===== src/rtl/ram_port_arbiter.sv =====
// ram_port_arbiter: arbitrates NUM_CH byte-wide requesters onto one SDRAM controller port
// with fixed-priority or round-robin selection, a channel-0 lock and a completion timeout.
module ram_port_arbiter #(
   parameter int NUM_CH  = 2,
   parameter int ADDR_W  = 23,
   parameter int DATA_W  = 8,
   parameter bit RR_MODE = 1'b0,
   parameter int TIMEOUT = 255
) (
   input  logic                      clk_sys,
   input  logic                      reset,
   input  logic [NUM_CH*ADDR_W-1:0]  ch_addr,
   input  logic [NUM_CH*DATA_W-1:0]  ch_din,
   input  logic [NUM_CH-1:0]         ch_we,
   input  logic [NUM_CH-1:0]         ch_rd,
   input  logic                      excl,
   output logic [NUM_CH-1:0]         ch_ack,
   output logic                      ch_err,
   output logic [DATA_W-1:0]         rd_data,
   output logic [ADDR_W-1:0]         ram_addr,
   output logic [DATA_W-1:0]         ram_din,
   output logic                      ram_we,
   output logic                      ram_rd,
   input  logic [DATA_W-1:0]         ram_dout,
   input  logic                      ram_done,
   output logic                      busy,
   output logic [$clog2(NUM_CH)-1:0] grant_id
);
   localparam int GW = $clog2(NUM_CH);
   typedef enum logic [1:0] {IDLE, ISSUE, WAIT, ACK} state_t;
   state_t            state_q, state_d;
   logic [ADDR_W-1:0] addr_q, addr_d;
   logic [DATA_W-1:0] din_q, din_d, rd_q, rd_d;
   logic              we_q, we_d, err_q, err_d;
   logic [GW-1:0]     gid_q, gid_d, ptr_q, ptr_d, win;
   logic [15:0]       cnt_q, cnt_d;
   logic [NUM_CH-1:0] pending;
   // Scanning in reverse search order lets the last hit be the first candidate in that order.
   function automatic logic [GW-1:0] pick(input logic [NUM_CH-1:0] req, input logic [GW-1:0] ptr);
      logic [GW-1:0] w;
      int idx;
      w = '0;
      for (int k = NUM_CH; k >= 1; k--) begin
         idx = RR_MODE ? (int'(ptr) + k) % NUM_CH : k - 1;
         if (req[idx]) w = GW'(idx);
      end
      return w;
   endfunction
   assign pending = (ch_we | ch_rd) & (excl ? NUM_CH'(1) : {NUM_CH{1'b1}});
   assign win     = pick(pending, ptr_q);
   always_comb begin
      state_d = state_q;
      addr_d  = addr_q;
      din_d   = din_q;
      we_d    = we_q;
      gid_d   = gid_q;
      ptr_d   = ptr_q;
      cnt_d   = cnt_q;
      err_d   = err_q;
      rd_d    = rd_q;
      unique case (state_q)
         IDLE: if (|pending) begin
            addr_d  = ch_addr[win*ADDR_W +: ADDR_W];
            din_d   = ch_din[win*DATA_W +: DATA_W];
            we_d    = ch_we[win];
            gid_d   = win;
            state_d = ISSUE;
         end
         ISSUE: begin
            cnt_d   = 16'(TIMEOUT);
            state_d = WAIT;
         end
         WAIT: if (ram_done) begin
            rd_d    = we_q ? rd_q : ram_dout;
            state_d = ACK;
         end else begin
            cnt_d   = cnt_q - 16'd1;
            err_d   = cnt_q == 16'd1;
            state_d = cnt_q == 16'd1 ? ACK : WAIT;
         end
         ACK: begin
            err_d   = 1'b0;
            ptr_d   = gid_q;
            state_d = IDLE;
         end
         default: state_d = IDLE;
      endcase
   end
   always_ff @(posedge clk_sys or posedge reset) begin
      if (reset) begin
         state_q <= IDLE;
         addr_q  <= '0;
         din_q   <= '0;
         we_q    <= 1'b0;
         gid_q   <= '0;
         ptr_q   <= GW'(NUM_CH - 1);
         cnt_q   <= '0;
         err_q   <= 1'b0;
         rd_q    <= '0;
      end else begin
         state_q <= state_d;
         addr_q  <= addr_d;
         din_q   <= din_d;
         we_q    <= we_d;
         gid_q   <= gid_d;
         ptr_q   <= ptr_d;
         cnt_q   <= cnt_d;
         err_q   <= err_d;
         rd_q    <= rd_d;
      end
   end
   assign ram_we   = state_q == ISSUE && we_q;
   assign ram_rd   = state_q == ISSUE && !we_q;
   assign ram_addr = addr_q;
   assign ram_din  = din_q;
   assign ch_ack   = state_q == ACK ? NUM_CH'(1) << gid_q : '0;
   assign ch_err   = state_q == ACK && err_q;
   assign busy     = state_q != IDLE;
   assign grant_id = gid_q;
   assign rd_data  = rd_q;
endmodule


===== config.mk =====
export PLATFORM = sky130hd
export DESIGN_NAME = ram_port_arbiter
export DESIGN_NICKNAME = d
export VERILOG_FILES = /design/src/rtl/ram_port_arbiter.sv
export SDC_FILE = /design/constraint.sdc
export NUM_CORES = 1
export LEC_CHECK = 0
export BUFFER_PORTS_ARGS = -buffer_cell sky130_fd_sc_hd__buf_4
export CAP_MARGIN = 0
export CORE_MARGIN = 2
export CORE_UTILIZATION = 40
export DETAILED_ROUTE_END_ITERATION = 7
export PLACE_DENSITY_LB_ADDON = 0.2
export SETUP_SLACK_MARGIN = 0.4
export SYNTH_ARGS = -nofsm -noshare
export SYNTH_HDL_FRONTEND = slang
export SYNTH_SLANG_ARGS = --single-unit
export TNS_END_PERCENT = 10

===== constraint.sdc =====
create_clock -name clk_sys -period 4.2 [get_ports clk_sys]
set_input_delay 0.42 -clock clk_sys [delete_from_list [all_inputs] [get_ports clk_sys]]
set_output_delay 0.42 -clock clk_sys [all_outputs]
set_load 0.1 [all_outputs]

# After elaboration in Yosys (flattened, before gate mapping)
# Index checks and enable logic that the tools add are counted.
[totals]
register_bits = 60
input_bits = 78
out_inout_bits = 46
[classes]
addsub = 1
multipliers = 1
order_cmp = 1
n_eq_ne = 6
shift = 3
n_mux = 14
bitwise = 3
n_reduce_logical = 13
[ops]
columns = ["op", "n"]
rows = [
  ["46-bit by 7-bit indexed part select with 23-bit output", 1],
  ["16-bit one-hot mux with 2 select lines", 1],
  ["16-bit by 1-bit equality test with 1-bit output, second input constant", 1],
  ["16-bit 2-to-1 mux", 1],
  ["16-bit by 5-bit indexed part select with 8-bit output", 1],
  ["16-bit by 1-bit subtractor with 16-bit output, second input constant", 1],
  ["2-bit one-hot mux with 4 select lines", 1],
  ["1-bit 2-to-1 mux", 7],
  ["1-bit by 5-bit multiplier with 6-bit output, second input constant", 1],
  ["2-bit 2-to-1 mux", 3],
  ["2-bit AND reduction", 3],
  ["2-bit nonzero test", 3],
  ["2-bit equality test, second input constant", 2],
  ["2-bit != test, second input constant", 2],
  ["1-bit logical AND", 3],
  ["3-bit AND reduction", 1],
  ["2-bit bitwise AND", 1],
  ["2-bit by 1-bit equality test with 1-bit output, second input constant", 1],
  ["2-bit zero test", 1],
  ["1-bit by 2-bit less-than comparator with 1-bit output, second input constant", 1],
  ["2-bit OR", 1],
  ["1-bit one-hot mux with 2 select lines", 1],
  ["2-bit OR reduction", 1],
  ["1-bit by 1-bit left shift with 2-bit output, first input constant", 1],
  ["2 further kinds", 2],
]

# Longest topological paths before layout
# Gate-level depths: netlist of the first run.
[depth]
ltp_word = 6
ltp_mapped = 8
mapped_depth_nobuf = 6

# Worst setup path after synthesis of the first run
# Ideal clock, no wire load.
[synth_path]
kind = "flip-flop to output port"
startpoint = "register gid_q, in the netlist grant_id"
endpoint = "output ch_ack[0]"
arrival_time_ns = 2.230
path_slack_ns = 1.550
stages_incl_launch_ff = 2
n_path_buf = 0
cell_sequence = "dfrtp_1 -> nor2b_1"
[synth_between]
elab_chain_len = 2
[synth_lines]
columns = ["item", "line", "text"]
rows = [
  ["from (decl)", "35", "logic [GW-1:0] gid_q, gid_d, ptr_q, ptr_d, win;"],
  ["from (signal assigned)", "105", "gid_q <= gid_d;"],
  ["1-bit by 1-bit left shift with 2-bit output", "116", "assign ch_ack = state_q == ACK ? NUM_CH'(1) << gid_q : '0;"],
  ["2-bit 2-to-1 mux", "116", ""],
  ["to (decl)", "17", "output logic [NUM_CH-1:0] ch_ack,"],
]
# Every way passes these cells.

# Worst setup path in the final report of the first run
[layout_path]
startpoint = "register state_q[0]"
endpoint = "register cnt_q[15]"
[layout_between]
elab_chain_len = 3
[layout_lines]
columns = ["item", "line", "text"]
rows = [
  ["from (decl)", "31", "state_t state_q, state_d;"],
  ["from (signal assigned)", "101", "state_q <= state_d;"],
  ["2-bit equality test / 2-bit by 1-bit equality test with 1-bit output (equally long branches)", "61", "unique case (state_q)"],
  ["2-bit != test (no line) / 2-bit nonzero test (equally long branches)", "--", ""],
  ["2-bit AND reduction (no line)", "--", ""],
  ["to (signal assigned)", "107", "cnt_q <= cnt_d;"],
  ["to (decl)", "36", "logic [15:0] cnt_q, cnt_d;"],
]
# Several ways; a longest one is shown, not always the timed one.
# A chain may end at the register's enable or synchronous reset.

==> reports/results.txt, run 1 <==
area leader, netlist -> dfrtp_1
asr flop ratio synth -> 100%
# port buffers -> 123
DRT iter0 DRCs -> 101
share of the synthesized area in the top cell type -> 51.4%
DRC violations left -> 0
Placement Rows -> 31
Hold WC Path Type -> in2async
post-place setup slack -> 1.94 ns
core area -> 7180 sq um
CP arrival -> 2.55 ns
largest net degree at the start of global routing -> 66
Hold Fails Final Rpt -> 0
vias in the first global route -> 2,314
RSZ-0062 raised after global routing -> false
Post-CTS Hold Fix Bufs -> 0
synth cell count leaders -> dfrtp_1 (60), nand2_1 (38), o21ai_0 (33), mux2i_1 (32)
max-cap violation count -> 0
CTS Root Cell -> clkbuf_8
gr ovfl total -> 0
Antenna Cells -> 0
first-pass GRT wire length -> 11,300 um
Avg Cell Area, Syn -> 10.7 sq um
Post-synth EDFFs -> 0
clk_skew -> 0.00560 ns
status -> finished clean
syn_nets -> 357
top-count cell post-synth -> dfrtp_1
I/O Pins -> 124
Die Ht -> 89.5 um
total CTS buffers -> 9
Synth Flop Type -> dfrtp_1
Clock Path Buffers -> 2
Yosys reg bits -> 60
Mapped Cells -> 273
Slew @ Worst Pin -> 0.932 ns
Final nets -> 478
post-synth cell types -> 42
initial antenna violation count -> 0
Initial Util -> 40.7%
crit path capture type -> flop
startpoint type of the worst setup path -> flop
RR Endpoint -> cnt_q[15]$_DFFE_PP0P_
clock-pin slew on the worst setup and hold paths -> 0.07 ns
period utilisation layout -> 54.8%
share of cells above drive strength 1 -> 38.7%
Die ar. -> 8010 sq um
relative slew slack -> 37.8%
worst-path maximum fanout -> 13
Post-CTS Setup Repair Bufs -> 0
GRT Util Overall -> 18.9%
Post-DP HPWL -> 5350 um
worst reg2reg path depth -> 6
register area share after synthesis -> 51.4%
Worst Path Required -> 4.45 ns
Post-DRT Antenna Nets -> 0
CTS sink count -> 60
H-tree depth -> 3
R2R Path Start -> state_q[0]$_DFFE_PP0P_
largest cells by area after synthesis -> dfrtp_1 (51%), mux2i_1 (11%), o21ai_0 (5.7%), nand2_1 (4.9%), mux2_2 (3.5%)
Avg Vias per Cell -> 4.95
vias -> 2,461
Worst Setup Slack, final -> 1.90 ns
synthesis-to-finish area growth -> 40.8%
mapped cell area -> 2920 sq um
final setup vio count -> 0
final WL -> 7060 um
worst-skew pair later-pin latency -> 0.33 ns
drt wl/cell -> 14.2 um
die width -> 89.5 um
Yosys warning total -> 0
TNS Setup -> 0 ns
Pre-antenna DRT Iters -> 7
global placer's final weighted congestion -> 0.763
min cycle time layout -> 2.30 ns
Final Slew Violations -> 0
critical setup path kind -> reg2reg
f_max -> 434 MHz
r2r setup slk -> 1.90 ns
CTS tree -> done
cts repair resizes -> 0
==> cell usage in the layout (no fill, tap or decap), types with 2 or more instances in the layout <==
| cell type | synthesis | routed |
|---|---|---|
| buf_4 | 0 | 125 |
| dfrtp_1 | 60 | 60 |
| nand2_1 | 38 | 38 |
| o21ai_0 | 33 | 33 |
| mux2i_1 | 32 | 32 |
| clkbuf_8 | 0 | 12 |
| mux2_2 | 9 | 9 |
| o21ai_1 | 6 | 6 |
| ha_1 | 6 | 6 |
| inv_1 | 6 | 5 |
| nor2_1 | 5 | 5 |
| nand3_1 | 5 | 5 |
| a21oi_1 | 5 | 5 |
| nor2b_1 | 4 | 4 |
| nand2b_1 | 4 | 4 |
| o211ai_1 | 4 | 4 |
| and2_1 | 3 | 3 |
| nor3_1 | 3 | 3 |
| a31oi_1 | 3 | 3 |
| xor2_1 | 3 | 3 |
| or3_1 | 3 | 3 |
| nor4_1 | 3 | 3 |
| nand3b_1 | 2 | 2 |
| o31ai_1 | 2 | 2 |
| o311ai_0 | 2 | 2 |
| o41ai_1 | 2 | 2 |
| nor3b_1 | 2 | 2 |
| clkbuf_1 | 9 | 2 |
==> how the worst max path moves through the flow <==
stage,from,to,slack [ns]
floorplan,grant_id$_DFFE_PP0P_,ch_ack[0],1.55
global placement,state_q[0]$_DFFE_PP0P_,cnt_q[12]$_DFFE_PP0P_,2.00
detailed placement,state_q[0]$_DFFE_PP0P_,cnt_q[15]$_DFFE_PP0P_,1.94
CTS,state_q[0]$_DFFE_PP0P_,cnt_q[15]$_DFFE_PP0P_,1.91
global route,state_q[0]$_DFFE_PP0P_,cnt_q[14]$_DFFE_PP0P_,1.57
finish,state_q[0]$_DFFE_PP0P_,cnt_q[15]$_DFFE_PP0P_,1.90
==> critical path, stage by stage (launching register included) <==
cell	delay, ns
dfrtp_1	0.40
inv_1	0.12
ha_1	0.39
nor2b_1	0.57
nand4_4	0.21
or3_1	0.40
a21oi_1	0.14
==> per-layer routing <==
layer	GRT usage, %	vias to the layer above	routed length, um
li1	-	1209	-
met1	23.0	1153	2900
met2	31.1	90	3530
met3	7.85	9	524
met4	5.29	0	96
met5	0	-	0
==> cell type report <==
| class | instances | area [sq um] |
|---|---|---|
| Multi-Input combinational cell | 192 | 1330 |
| Sequential cell | 60 | 1500 |
| Clock inverter | 1 | 30.0 |
| Fill cell | 640 | 3060 |
| Tap cell | 99 | 124 |
| Timing Repair Buffer | 125 | 938 |
| Clock buffer | 14 | 173 |
| Inverter | 6 | 22.5 |
==> cells by family after synthesis <==
logic type,synth area share (%)
XOR/XNOR,1.20
AND/OR/NAND/NOR,14.9
multiplexers,14.4
buffers and inverters,3.47
flip-flops,51.4
AO/OA/AOI/OAI,12.0
adder cells (fa/ha/maj),2.57
==> metrics by stage <==
stage | instances | hold WS (ns) | utilization, % | cell area (sq um)
6_report | 497 | 0.250 | 57.4 | 4120
3_3_place_gp | 482 | 0.464 | 54.5 | 3910
3_5_place_dp | 482 | 0.471 | 54.5 | 3910
5_1_grt | 497 | 0.290 | 57.4 | 4120
4_1_cts | 497 | 0.266 | 57.4 | 4120
2_1_floorplan | 273 | 0.464 | - | 2920
==> sequential cells by signal, indices dropped and copies added (netlist names) <==
signal and cells:
rd_data 8, state_q 2, cnt_q 16, ram_din 8, grant_id 1, we_q 1, err_q 1, ram_addr 23
Power of run 1 is left out: the tool's default activity adds up to more than one toggle a clock period on the data nets, which glitch-free logic cannot reach.
==> run 2, diff against run 1 <==
==> constraint.sdc (replaced) <==
create_clock -name clk_sys -period 2.3 [get_ports clk_sys]
set_input_delay 0.23 -clock clk_sys [delete_from_list [all_inputs] [get_ports clk_sys]]
set_output_delay 0.23 -clock clk_sys [all_outputs]
set_load 0.1 [all_outputs]
==> run 2 against run 1 <==
Compared with the run above:
- highest routed layer unchanged
- global-route usage fell by 0.57 points
- wire length fell by 3.2%
- final area rose by 4.1%
- clock-buffer cell count fell by 3
- first-iteration DRC count rose by 7.9%
- critical path type unchanged
- core utilization rose by 2.4 points
- clock skew rose by 0.0030 ns
- sequential share of layout area fell by 1.4 points
- hold slack got worse by 0.12 ns
==> reports/results.txt, run 2 (same netlist as run 1, synthesis figures left out) <==
Initial Util -> 40.7% (unchanged)
CTS Root Cell -> clkbuf_8
max reg flops -> 23 (unchanged)
CTS tree -> done
min cycle time layout -> 1.87 ns (-0.431 ns)
crit path capture type -> flop
Slew @ Worst Pin -> 0.611 ns (-0.322 ns)
status -> finished clean
Die Ht -> 89.5 um (unchanged)
I/O Pins -> 124 (unchanged)
Die ar. -> 8010 sq um (unchanged)
CP max-delay cell -> or4_1
f_max -> 534 MHz (+23%)
Buf/Inv on CP -> 1 (unchanged)
commonest non-fill, non-tap cell in the layout -> buf_4
Final nets -> 488 (+2.1%)
# port buffers -> 123 (unchanged)
Final Slew Violations -> 0 (unchanged)
Critical Path Max Stage Delay -> 0.45 ns (-0.12 ns)
max-cap violation count -> 0 (unchanged)
largest net degree at the start of global routing -> 36 (-45%)
period utilisation layout -> 81.3% (+27 points)
drt wl/cell -> 13.5 um (-5.3%)
Post-DP HPWL -> 5220 um (-2.5%)
TNS Setup -> 0 ns (unchanged)
worst-path maximum fanout -> 4 (-9)
core area -> 7180 sq um (unchanged)
clock-pin slew on the worst setup and hold paths -> 0.07 ns (about the same)
Placement Rows -> 31 (unchanged)
initial antenna violation count -> 0 (unchanged)
H-tree depth -> 3 (unchanged)
Antenna Cells -> 0 (unchanged)
CTS sink count -> 60 (unchanged)
synthesis-to-finish area growth -> 46.6%
final setup vio count -> 0 (unchanged)
Clock Path Buffers -> 2 (unchanged)
Avg Vias per Cell -> 4.77 (-3.7%)
commonest non-fill, non-tap cells in the layout -> buf_4 (132), dfrtp_1 (60), nand2_1 (38)
worst-skew pair later-pin latency -> 0.32 ns (about the same)
startpoint type of the worst setup path -> flop
DRT iter0 DRCs -> 109 (+7.9%)
GRT Util Overall -> 18.4% (-0.57 points)
DRC violations left -> 0 (unchanged)
Pre-antenna DRT Iters -> 4 (-3)
relative slew slack -> 59.2% (+21 points)
Hold Fails Final Rpt -> 0 (unchanged)
Worst Path Required -> 2.51 ns (-1.94 ns)
global placer's final weighted congestion -> 0.756 (-0.89%)
total CTS buffers -> 9 (unchanged)
critical setup path kind -> reg2reg
Post-DRT Antenna Nets -> 0 (unchanged)
Hold WC Path Type -> in2reg
vias -> 2,422 (-1.6%)
clk_skew -> 0.00865 ns (+0.00305 ns)
CP top delay family -> simple AND/OR/NAND/NOR gates
RSZ-0062 raised after global routing -> true
crit-path cells -> inv_1 > ha_1 > nor4bb_4 > nand3_2 > or4_1 > mux2i_1
gr ovfl total -> 0 (unchanged)
share of cells above drive strength 1 -> 42.5% (+3.8 points)
CP arrival -> 2.08 ns (-0.47 ns)
first-pass GRT wire length -> 11,200 um (-0.86%)
die width -> 89.5 um (unchanged)
vias in the first global route -> 2,338 (+1.0%)
final WL -> 6830 um (-3.2%)
[run 2: cell count changes in the layout (fill, tap and decap cells not counted), sizes merged]
cell / delta
buf: +9
bufinv: +1
clkbuf: -3
clkinvlp: +3
dlygate4sd3: +1
[run 2: area by class of cell]
class / count / area [sq um]
clock inverters: 5 / 83.8
well taps: 99 / 124
fillers: 623 / 2890
repair buffers: 135 / 1040
multi-input cells: 192 / 1370
clock buffers: 11 / 141
flip-flops and latches: 60 / 1500
inverters: 6 / 26.3
[run 2: path summary, 6_finish.rpt]
| path | start | end | slack (ns) | cells past startpoint |
|---|---|---|---|---|
| min in group asynchronous | reset | ram_addr[12]$_DFFE_PP0P_ | 0.53 | 3 |
| max reg2reg | cnt_q[1]$_DFFE_PP0P_ | cnt_q[12]$_DFFE_PP0P_ | 0.43 | 6 |
| max | cnt_q[1]$_DFFE_PP0P_ | cnt_q[12]$_DFFE_PP0P_ | 0.43 | 6 |
| min | ram_dout[0] | rd_data[0]$_DFFE_PP0P_ | 0.13 | 2 |
| max in group asynchronous | reset | cnt_q[7]$_DFFE_PP0P_ | 1.18 | 4 |
| min reg2reg | ram_addr[1]$_DFFE_PP0P_ | ram_addr[1]$_DFFE_PP0P_ | 0.48 | 2 |
[run 2: what timing repair did]
item | in CTS | in global routing
resized for setup | 2 | 3
hold buffers | 1 | 0
hold endpoints to repair | 25 | 0
pin swaps | 1 | 0
setup endpoints to repair | 2 | 7
setup buffers | 2 | 1
[run 2: per-layer routing]
| metal | GRT usage (%) | vias to the layer above | wire length [um] |
|---|---|---|---|
| met5 | 0 | - | 0 |
| met4 | 6.92 | 0 | 80 |
| met3 | 6.00 | 7 | 544 |
| met2 | 27.9 | 74 | 3350 |
| met1 | 24.5 | 1103 | 2860 |
| li1 | - | 1238 | - |
[run 2: per-stage QoR]
step	area (sq um)	hold WS [ns]	worst slack (ns)	util, %	instances
final	4290	0.134	0.429	59.7	508
after global routing	4290	0.124	0.306	59.7	508
after CTS	4270	0.117	0.395	59.5	507
after detailed placement	4010	0.338	0.274	55.8	488
after global placement	4010	0.340	0.353	55.8	488
after floorplan	2960	0.381	0.264	-	273
Power of run 2 is left out for the same reason.
==> run 3, diff against run 2 <==
--- a/config.mk
+++ b/config.mk
@@ -5,6 +5,7 @@
 export SDC_FILE = /design/constraint.sdc
 export NUM_CORES = 1
 export LEC_CHECK = 0
+export ABC_AREA = 1
 export BUFFER_PORTS_ARGS = -buffer_cell sky130_fd_sc_hd__buf_4
 export CAP_MARGIN = 0
 export CORE_MARGIN = 2
==> constraint.sdc (replaced) <==
create_clock -name clk_sys -period 1.7 [get_ports clk_sys]
set_input_delay 0.17 -clock clk_sys [delete_from_list [all_inputs] [get_ports clk_sys]]
set_output_delay 0.17 -clock clk_sys [all_outputs]
set_load 0.1 [all_outputs]
==> run 3 against run 2 <==
Compared with the run above:
- via count is 30% higher
- critical path depth is 2 lower
- register-to-register slack worse by 0.26 ns
- hold slack worse by 0.067 ns
- core utilization is 1.7 points higher
- sequential share of layout area is 3.1 points lower
- highest routed layer unchanged
==> reports/results.txt, run 3 <==
status -> finished clean
Worst Path Required -> 1.53 ns (-0.98 ns)
CP arrival -> 1.37 ns (-0.71 ns)
Yosys warning total -> 0 (unchanged)
Worst Setup Slack, final -> 0.155 ns (-0.274 ns)
share of cells above drive strength 1 -> 42.5% (-0.048 points)
share of the synthesized area in the top cell type -> 47.8% (-3.6 points)
Placement Rows -> 32 (+3.2%)
Final Slew Violations -> 0 (unchanged)
worst-skew pair later-pin latency -> 0.34 ns (+0.02 ns)
core area -> 7690 sq um (+7.1%)
post-place setup slack -> 0.0423 ns (-0.232 ns)
Clock Path Buffers -> 2 (unchanged)
CTS Root Cell -> clkbuf_8
final setup vio count -> 0 (unchanged)
largest cells by area after synthesis -> dfrtp_1 (48%), a21oi_1 (11%), nand4_1 (7.2%), nor2_1 (6.1%), inv_1 (3.6%)
max reg flops -> 23 (unchanged)
synth cell count leaders -> a21oi_1 (66), dfrtp_1 (60), nor2_1 (51), nand4_1 (36), inv_1 (30)
Post-DRT Antenna Nets -> 0 (unchanged)
drt wl/cell -> 14.6 um (+8.3%)
Post-DP HPWL -> 6130 um (+17%)
Initial Util -> 40.9% (+0.15 points)
gr ovfl total -> 0 (unchanged)
Avg Cell Area, Syn -> 8.52 sq um (-20%)
I/O Pins -> 124 (unchanged)
min-delay src -> ram_dout[5]
H-tree depth -> 3 (unchanged)
worst-path maximum fanout -> 3 (-1)
Post-synth EDFFs -> 0 (unchanged)
DRT iter0 DRCs -> 133 (+22%)
Yosys reg bits -> 60 (unchanged)
largest family of logic cells by synthesized area -> simple AND/OR/NAND/NOR gates
Mapped Cells -> 369 (+35%)
commonest non-fill, non-tap cells in the layout -> buf_4 (136), a21oi_1 (65), dfrtp_1 (57)
area leader, netlist -> dfrtp_1
XOR/XNOR share of the synthesized area -> 0% (-1.2 points)
clk_skew -> 0.00765 ns (-0.000998 ns)
Antenna Cells -> 0 (unchanged)
synthesis-to-finish area growth -> 50.3%
Final nets -> 592 (+21%)
GRT Util Overall -> 21.9% (+3.6 points)
CTS sink count -> 60 (unchanged)
Filler cells -> 690 (+11%)
initial antenna violation count -> 0 (unchanged)
global placer's final weighted congestion -> 0.826 (+9.1%)
clock-pin slew on the worst setup and hold paths -> 0.07 ns (about the same)
Setup crit start -> state_q[0]$_DFFE_PP0P_
syn_nets -> 453 (+27%)
post-synthesis mux area share -> 2.87% (-12 points)
Die ar. -> 8580 sq um (+7.2%)
critical setup path kind -> reg2out
RSZ-0062 raised after global routing -> true
Slew @ Worst Pin -> 0.334 ns (-0.276 ns)
Synth Area in Simple Gates -> 24.5% (+9.5 points)
period utilisation layout -> 90.9%
max-cap violation count -> 0 (unchanged)
TNS Setup -> 0 ns (unchanged)
min cycle time layout -> 1.54 ns
register area share after synthesis -> 47.8% (-3.6 points)
Die Ht -> 92.6 um (+3.5%)
die width -> 92.6 um (+3.5%)
DRC violations left -> 0 (unchanged)
startpoint type of the worst setup path -> flop
R2R Path Start -> state_q[0]$_DFFE_PP0P_
top-count cell post-synth -> a21oi_1
Pre-antenna DRT Iters -> 4 (unchanged)
relative slew slack -> 77.7% (+18 points)
vias in the first global route -> 3,206 (+37%)
first-pass GRT wire length -> 15,000 um (+34%)
placed cells -> 586 (+20%)
commonest non-fill, non-tap cell in the layout -> buf_4
Synth Flop Type -> dfrtp_1
Hold Fails Final Rpt -> 0 (unchanged)
asr flop ratio synth -> 100% (unchanged)
total CTS buffers -> 9 (unchanged)
largest net degree at the start of global routing -> 61 (+69%)
CTS tree -> done
Hold WC Path Type -> in2reg
# port buffers -> 123 (unchanged)
vias -> 3,153 (+30%)
Post-Synth Adder-Cell Area -> 2.39% (-0.18 points)
final cell count without fillers -> 615 (+21%)
final WL -> 8960 um (+31%)
f_max -> 647 MHz
crit path capture type -> output pin
Compound-Gate Fraction of Synth Area -> 14.1% (+2.1 points)
Avg Vias per Cell -> 5.13 (+7.5%)
mapped cell area -> 3140 sq um (+7.5%)
post-synth cell types -> 28 (-33%)
## run 3: metrics by stage
stage | utilization, % | area (sq um) | hold WS (ns)
finish | 61.4 | 4720 | 0.0665
global placement | 55.3 | 4250 | 0.286
detailed placement | 55.3 | 4250 | 0.289
floorplan | - | 3200 | 0.276
CTS | 60.9 | 4680 | 0.0477
global route | 61.4 | 4720 | 0.0419
## run 3: worst paths after layout
check	end	slack, ns	cells past startpoint
worst max-delay path	busy	0.16	4
worst min-delay path	rd_data[5]$_DFFE_PP0P_	0.07	2
worst max register to register	cnt_q[0]$_DFFE_PP0P_	0.17	8
worst min register to register	rd_data[6]$_DFFE_PP0P_	0.51	1
max in group asynchronous	ram_din[5]$_DFFE_PP0P_	0.95	4
min in group asynchronous	grant_id$_DFFE_PP0P_	0.48	4
## run 3: kinds of logic (layout without fill, tap and decap cells)
kind of cell / after synthesis / in the layout
and+or+nand+nor: 154 / 154
muxes: 8 / 8
buffers and inverters: 56 / 200
AOI/OAI and AO/OA: 85 / 85
DFF: 60 / 60
adders and majority gates: 6 / 6
## run 3: timing repair
action / CTS / global route
hold endpoints to repair: 60 / 0
pin swaps: 6 / 2
hold buffers: 1 / 0
buffers inserted: 11 / 1
resized for setup: 27 / 12
setup endpoints to repair: 58 / 66
## run 3: area by class of cell
type / instances / area, sq um / share of cell area (%)
Tap cell: 102 / 128 / 2.70
Clock inverter: 5 / 75.1 / 1.59
Inverter: 36 / 161 / 3.42
Multi-Input combinational cell: 253 / 1480 / 31.4
Sequential cell: 60 / 1510 / 31.9
Timing Repair Buffer: 148 / 1230 / 26.0
Clock buffer: 11 / 141 / 2.99
## run 3: layer usage
layer	GRT usage, %	vias up	part of all wire, %	wire [um]
met2	36.9	102	50	4500
met3	8.95	6	8.1	723
li1	-	1536	-	-
met1	26.3	1509	41	3660
met5	0	-	0	0
met4	5.15	0	0.81	73
## run 3: worst max-delay path: stages, from the launching register on
cell,delay [ns]
dfrtp_2,0.44
inv_2,0.12
ha_4,0.19
clkinvlp_4,0.12
buf_12,0.18
Power of run 3 is left out for the same reason.
